--- src/rtl/arb_pkg.sv ---
// rtl/arb_pkg.sv - shared constants and state type for the round-robin grant index generator
// Contents:
//   N_REQ           number of requesters (16, matches the downstream one-hot encoder)
//   IDX_W           grant index width, log2(N_REQ)
//   arb_state_t     arbiter FSM states {IDLE, OFFER}
//   GRANT_COUNT_MAX saturation value of the optional accepted-grant counter
package arb_pkg;

  localparam int N_REQ = 16;
  localparam int IDX_W = 4;

  typedef enum logic {
    IDLE  = 1'b0,
    OFFER = 1'b1
  } arb_state_t;

  localparam logic [15:0] GRANT_COUNT_MAX = 16'hFFFF;

endpackage

--- src/rtl/rr_priority_pick.sv ---
// rtl/rr_priority_pick.sv - combinational round-robin priority finder
// Ports:
//   req [N_REQ-1:0] in   request vector
//   ptr [IDX_W-1:0] in   highest-priority position for this search
//   idx [IDX_W-1:0] out  first set request at or above ptr, wrapping to bit 0
//   any             out  at least one request is set (idx is meaningful only then)
module rr_priority_pick
  import arb_pkg::*;
(
  input  logic [N_REQ-1:0] req,
  input  logic [IDX_W-1:0] ptr,
  output logic [IDX_W-1:0] idx,
  output logic             any
);

  logic [N_REQ-1:0] mask;
  logic [N_REQ-1:0] masked;
  logic [IDX_W-1:0] hi_idx;
  logic [IDX_W-1:0] lo_idx;
  logic             hi_any;

  // Bits at or above ptr form the first search window; if that window is
  // empty the wrapped-around winner is simply the lowest set bit overall.
  assign mask   = {N_REQ{1'b1}} << ptr;
  assign masked = req & mask;
  assign hi_any = |masked;
  assign any    = |req;

  // Descending scans so the last assignment is the lowest set bit.
  always_comb begin
    hi_idx = '0;
    for (int i = N_REQ - 1; i >= 0; i--) begin
      if (masked[i]) begin
        hi_idx = IDX_W'(i);
      end
    end
  end

  always_comb begin
    lo_idx = '0;
    for (int i = N_REQ - 1; i >= 0; i--) begin
      if (req[i]) begin
        lo_idx = IDX_W'(i);
      end
    end
  end

  assign idx = hi_any ? hi_idx : lo_idx;

endmodule

--- src/rtl/rr_grant_index_gen.sv ---
// rtl/rr_grant_index_gen.sv - round-robin arbiter presenting the winner as a binary grant index
// Optional feature macro: ARB_GRANT_COUNT_EN (adds the grant_count port and counter)
// Ports:
//   clk          in   single clock, rising edge
//   rst          in   synchronous active-high reset
//   req_i [15:0] in   level-sensitive request vector
//   grant_idx[3:0] out registered winner index (feeds encoder binary_input)
//   grant_valid  out  grant_idx holds an offer
//   grant_ready  in   consumer accepts when grant_valid && grant_ready
//   busy         out  high while in OFFER
//   grant_count[15:0] out saturating accepted-grant count (ARB_GRANT_COUNT_EN only)
module rr_grant_index_gen
  import arb_pkg::*;
(
  input  logic             clk,
  input  logic             rst,
  input  logic [N_REQ-1:0] req_i,
  output logic [IDX_W-1:0] grant_idx,
  output logic             grant_valid,
  input  logic             grant_ready,
  output logic             busy
`ifdef ARB_GRANT_COUNT_EN
  ,
  output logic [15:0]      grant_count
`endif
);

  arb_state_t       state;
  arb_state_t       state_nx;
  logic [IDX_W-1:0] ptr;
  logic [IDX_W-1:0] ptr_nx;
  logic [IDX_W-1:0] idx_nx;
  logic             valid_nx;
  logic [IDX_W-1:0] pick_idx;
  logic             pick_any;
  logic             accept;

  rr_priority_pick u_pick (
    .req (req_i),
    .ptr (ptr),
    .idx (pick_idx),
    .any (pick_any)
  );

  assign accept = (state == OFFER) && grant_valid && grant_ready;

  always_ff @(posedge clk) begin
    if (rst) begin
      state       <= IDLE;
      ptr         <= '0;
      grant_idx   <= '0;
      grant_valid <= 1'b0;
      busy        <= 1'b0;
    end else begin
      state       <= state_nx;
      ptr         <= ptr_nx;
      grant_idx   <= idx_nx;
      grant_valid <= valid_nx;
      busy        <= (state_nx == OFFER);
    end
  end

  // The request vector is only looked at in IDLE, so the offer stays frozen
  // (and sticky) no matter how req_i moves while it is outstanding.
  always_comb begin
    state_nx = state;
    ptr_nx   = ptr;
    idx_nx   = grant_idx;
    valid_nx = grant_valid;
    case (state)
      IDLE: begin
        if (pick_any) begin
          idx_nx   = pick_idx;
          valid_nx = 1'b1;
          state_nx = OFFER;
        end
      end
      OFFER: begin
        if (accept) begin
          ptr_nx   = grant_idx + IDX_W'(1);
          valid_nx = 1'b0;
          state_nx = IDLE;
        end
      end
      default: begin
        state_nx = IDLE;
        valid_nx = 1'b0;
      end
    endcase
  end

`ifdef ARB_GRANT_COUNT_EN
  always_ff @(posedge clk) begin
    if (rst) begin
      grant_count <= '0;
    end else if (accept && (grant_count != GRANT_COUNT_MAX)) begin
      grant_count <= grant_count + 16'd1;
    end
  end
`endif

endmodule
--- config.mk ---
export PLATFORM = sky130hd
export DESIGN_NAME = rr_grant_index_gen
export DESIGN_NICKNAME = d
export VERILOG_FILES = /design/src/rtl/arb_pkg.sv /design/src/rtl/rr_priority_pick.sv /design/src/rtl/rr_grant_index_gen.sv
export SDC_FILE = /design/constraint.sdc
export NUM_CORES = 1
export LEC_CHECK = 0
export CORE_UTILIZATION = 35
export DETAILED_ROUTE_END_ITERATION = 10
export PLACE_DENSITY = 0.56
export SYNTH_ARGS = -nofsm -noshare
export SYNTH_HDL_FRONTEND = slang
export SYNTH_SLANG_ARGS = --single-unit
--- constraint.sdc ---
create_clock -name clk -period 1.95 [get_ports clk]
set_input_delay 0.39 -clock clk [delete_from_list [all_inputs] [get_ports clk]]
set_output_delay 0.39 -clock clk [all_outputs]
set_load 0.01 [all_outputs]
==> run summary <==
DETAILED ROUTING
----------------------------------------------------------------------------------
Violation count after the first detailed-routing iteration                      69
Detailed-route wire length                                                 3.24 mm
Per-cell routed wire length                                                14.0 um
Vias per inst                                                                 5.59
Drt first pass iters                                                             4
Post-detailed-route DRC marker count                                             0
Remaining number of nets flagged by the antenna check after routing              0
Detailed-route via count                                                      1298

FLOORPLAN
----------------------------------------------------------------------------------
Die Area                                                              0.00326 mm^2
Core ar.                                                              0.00281 mm^2
Rows                                                                            19
Die boundary height                                                        57.1 um
IO Pins                                                                         25
DIE WIDTH                                                                  57.1 um
Effective utilization at floorplan                                           37.8%

LAYOUT
----------------------------------------------------------------------------------
Share of cells above drive strength 1                                        25.4%
Post-layout net count                                                          222
Reg area                                                                  201 um^2
Syn-to-layout area delta                                                     48.3%
FILL cells                                                                     264
Diodes inserted                                                                  0
Area of combinational cells with multiple inputs                          787 um^2

STA
----------------------------------------------------------------------------------
Worst relative slew slack                                                    73.8%
Shortest clock period the worst path allows after layout                   1870 ps
Unrepaired setup endpoints after global routing                              false
Part of the cycle the worst path needs                                       95.8%
Max Fclk                                                                 0.535 GHz
Measured slew at the worst slew-check pin                                   390 ps
Setup-failing EPs final                                                          0
Final worst hold slack                                                      510 ps
Post-route clock skew                                                      6.83 ps
Number of slew-limit violations in the final report                              0
Number of hold-slack violations in the final timing report                       0

RUN
----------------------------------------------------------------------------------
Count of maximum capacitance violations                                          0

MIN PATH
----------------------------------------------------------------------------------
Hold depth                                                                       2
End of the worst hold path                                            grant_idx[3]
Hold Path Origin                                                      grant_idx[3]
Min-Delay Path Class                                                  register to register

POWER AND IR DROP
----------------------------------------------------------------------------------
Power Density                                                          430 mW/mm^2
Overall power after layout                                                0.677 mW
Total leakage power                                                       0.619 nW
Peak ir drop on the vdd network                                             266 uV

CRITICAL PATH
----------------------------------------------------------------------------------
Launching element type of the critical path                              input pin
Data arrival at the endpoint of the critical path                          2040 ps
Setup slack of the worst register-to-register path                          200 ps
Required time of the critical path                                         2120 ps
Critical path fanouts, max                                                      11
R2r worst-path depth                                                             6
Kind of capture point of the worst setup path                             register
Kind of critical path                                                 input pin to register
Capture point of the worst reg-to-reg path                            grant_idx[0]
Reg-to-Reg Start                                                            ptr[2]

GRT
----------------------------------------------------------------------------------
Global-route total usage across every layer                                  20.6%
Pin count of the biggest net entering global routing                            12
Antenna violations before repair                                                 0
Global-route wire length before repair                                     5.35 mm
Congestion Overflow GR                                                           0
Vias in the first global route                                                1173

PLACED DESIGN
----------------------------------------------------------------------------------
GPL Wtd Cong                                                                 0.867
Detailed Place HPWL                                                        2.66 mm
IO Port Bufs                                                                    24

CLOCKING
----------------------------------------------------------------------------------
TritonCTS clock tree                                                         built
H-tree lvl count                                                                 1
Cts bufs inserted                                                                3
Register clock-pin slew on the reported worst setup and hold paths           60 ps
Max clock buf depth                                                              2
Num Clock Sinks                                                                 10
Clk root buf                                                              clkbuf_4
Number of hold-repair buffers added at the cts stage                             0
Later-pin clock latency in the skew report                                  270 ps

SYNTH
----------------------------------------------------------------------------------
Async S/R FF share, synth                                                       0%
Cell taking the most area after synthesis                                  dfxtp_1
Top cell type's share of synthesized area                                    18.9%
Synth Warn #                                                                     0
Number of flip-flops and latches in the synthesized netlist                     10
Primary flip-flop cell chosen by synthesis mapping                         dfxtp_1
Sequential-to-total area share from yosys stat                               18.9%
Cells after synthesis                                                          147
Number of synthesized flops with an enable pin                                   0
Mean cell area of the mapped netlist                                     7.22 um^2
Synth Net Count                                                                167
Number of library cell types mapped by synthesis                                54
Post-Synthesis Cell Area                                              0.00106 mm^2
Synth top area cells                                                  dfxtp_1 19%, a21oi_1 7.5%, nor2_1 6.7%, o21ai_0 3.8%, nand2_1 3.2%

RUN STATUS
----------------------------------------------------------------------------------
Outcome                                                               finished, final reports clean

[state kept, by name, indices dropped and copies added, names as in the netlist]
signal and cells:
grant_idx 4, grant_valid 1, ptr 4, state 1
[how the worst max path moves through the flow]
stage | startpoint | end | slack [ps] | depth (start not counted)
CTS | req_i[2] | grant_idx[0] | 20 | 7
global route | req_i[13] | grant_idx[1] | 0.2 | 7
detailed placement | req_i[2] | grant_idx[0] | -260 | 7
global placement | req_i[2] | grant_idx[0] | -240 | 7
floorplan | req_i[13] | grant_idx[2] | 440 | 7
finish | req_i[11] | grant_idx[0] | 80 | 6
[routing by layer]
metal | GRT usage (%) | share of wire, % | up-vias
met1 | 29.5 | 50 | 606
met3 | 3.63 | 3.2 | 0
met2 | 33.1 | 46 | 27
met5 | 0 | 0 | -
li1 | - | - | 665
met4 | 3.14 | 0 | 0
[synth_stat cells, drive strengths merged (3+ instances only)]
library cell and n:
a211oi 3, a21oi 16, buf 5, dfxtp 10
inv 8, nand2 10, nand2b 4, nand3 3
nand4 3, nor2 20, nor2b 4, nor3 6
nor4 4, o21ai 12, o21bai 3, o22ai 4
[power by group]
group | internal (mW) | switching, mW
sequential | 0.217 | 0.0205
combinational | 0.138 | 0.115
clock | 0.113 | 0.0738
[kinds of logic after synthesis]
| family | Yosys count | synth area share (%) |
|---|---|---|
| AOI/OAI and AO/OA | 56 | 36.1 |
| xor gates and xnor gates | 2 | 1.65 |
| adders and majority gates | 1 | 1.18 |
| buffers and inverters | 14 | 7.78 |
| DFF | 10 | 18.9 |
| muxes | 1 | 0.943 |
| and+or+nand+nor | 63 | 33.5 |
[cells in the final DEF (no fill, tap or decap), types with 4 or more instances in the layout]
cell type	netlist	final
buf_4	2	32
clkdlybuf4s50_1	0	24
nor2_1	19	18
a21oi_1	16	16
nand2_1	9	9
dfxtp_1	10	9
o21ai_0	8	8
inv_1	7	7
nor3_1	5	5
nand2b_1	4	4
o22ai_1	4	4
[worst max-delay path: stages]
cell and delay [ps]:
clkdlybuf4s50_1 600, nor4_1 100, nand4_1 130, nor2b_4 300, or2b_1 260, o32ai_1 260
[cell type report]
class,instances,area share [%]
inverter,8,1.91
clock buffer,4,2.31
tap,31,2.46
sequential,10,12.8
timing repair buffer,56,30.5
multi-input combinational,123,50.0
[per-stage QoR]
step | instance area (um^2) | setup slack (ps) | setup TNS (ps) | utilization (%) | cells
2_1_floorplan | 1060 | 443 | 0 | - | 147
6_report | 1570 | 81.4 | 0 | 56.1 | 232
4_1_cts | 1560 | 22.9 | 0 | 55.8 | 232
5_1_grt | 1570 | 0.162 | 0 | 56.1 | 232
3_3_place_gp | 1530 | -243 | -519 | 54.5 | 228
3_5_place_dp | 1530 | -256 | -722 | 54.5 | 228
[timing repair]
| item | in CTS | in global routing |
|---|---|---|
| resized for setup | 0 | 4 |
| buffers inserted | 0 | 0 |
| setup endpoints to repair | 0 | 2 |
Power figures use the tool's default switching activity.
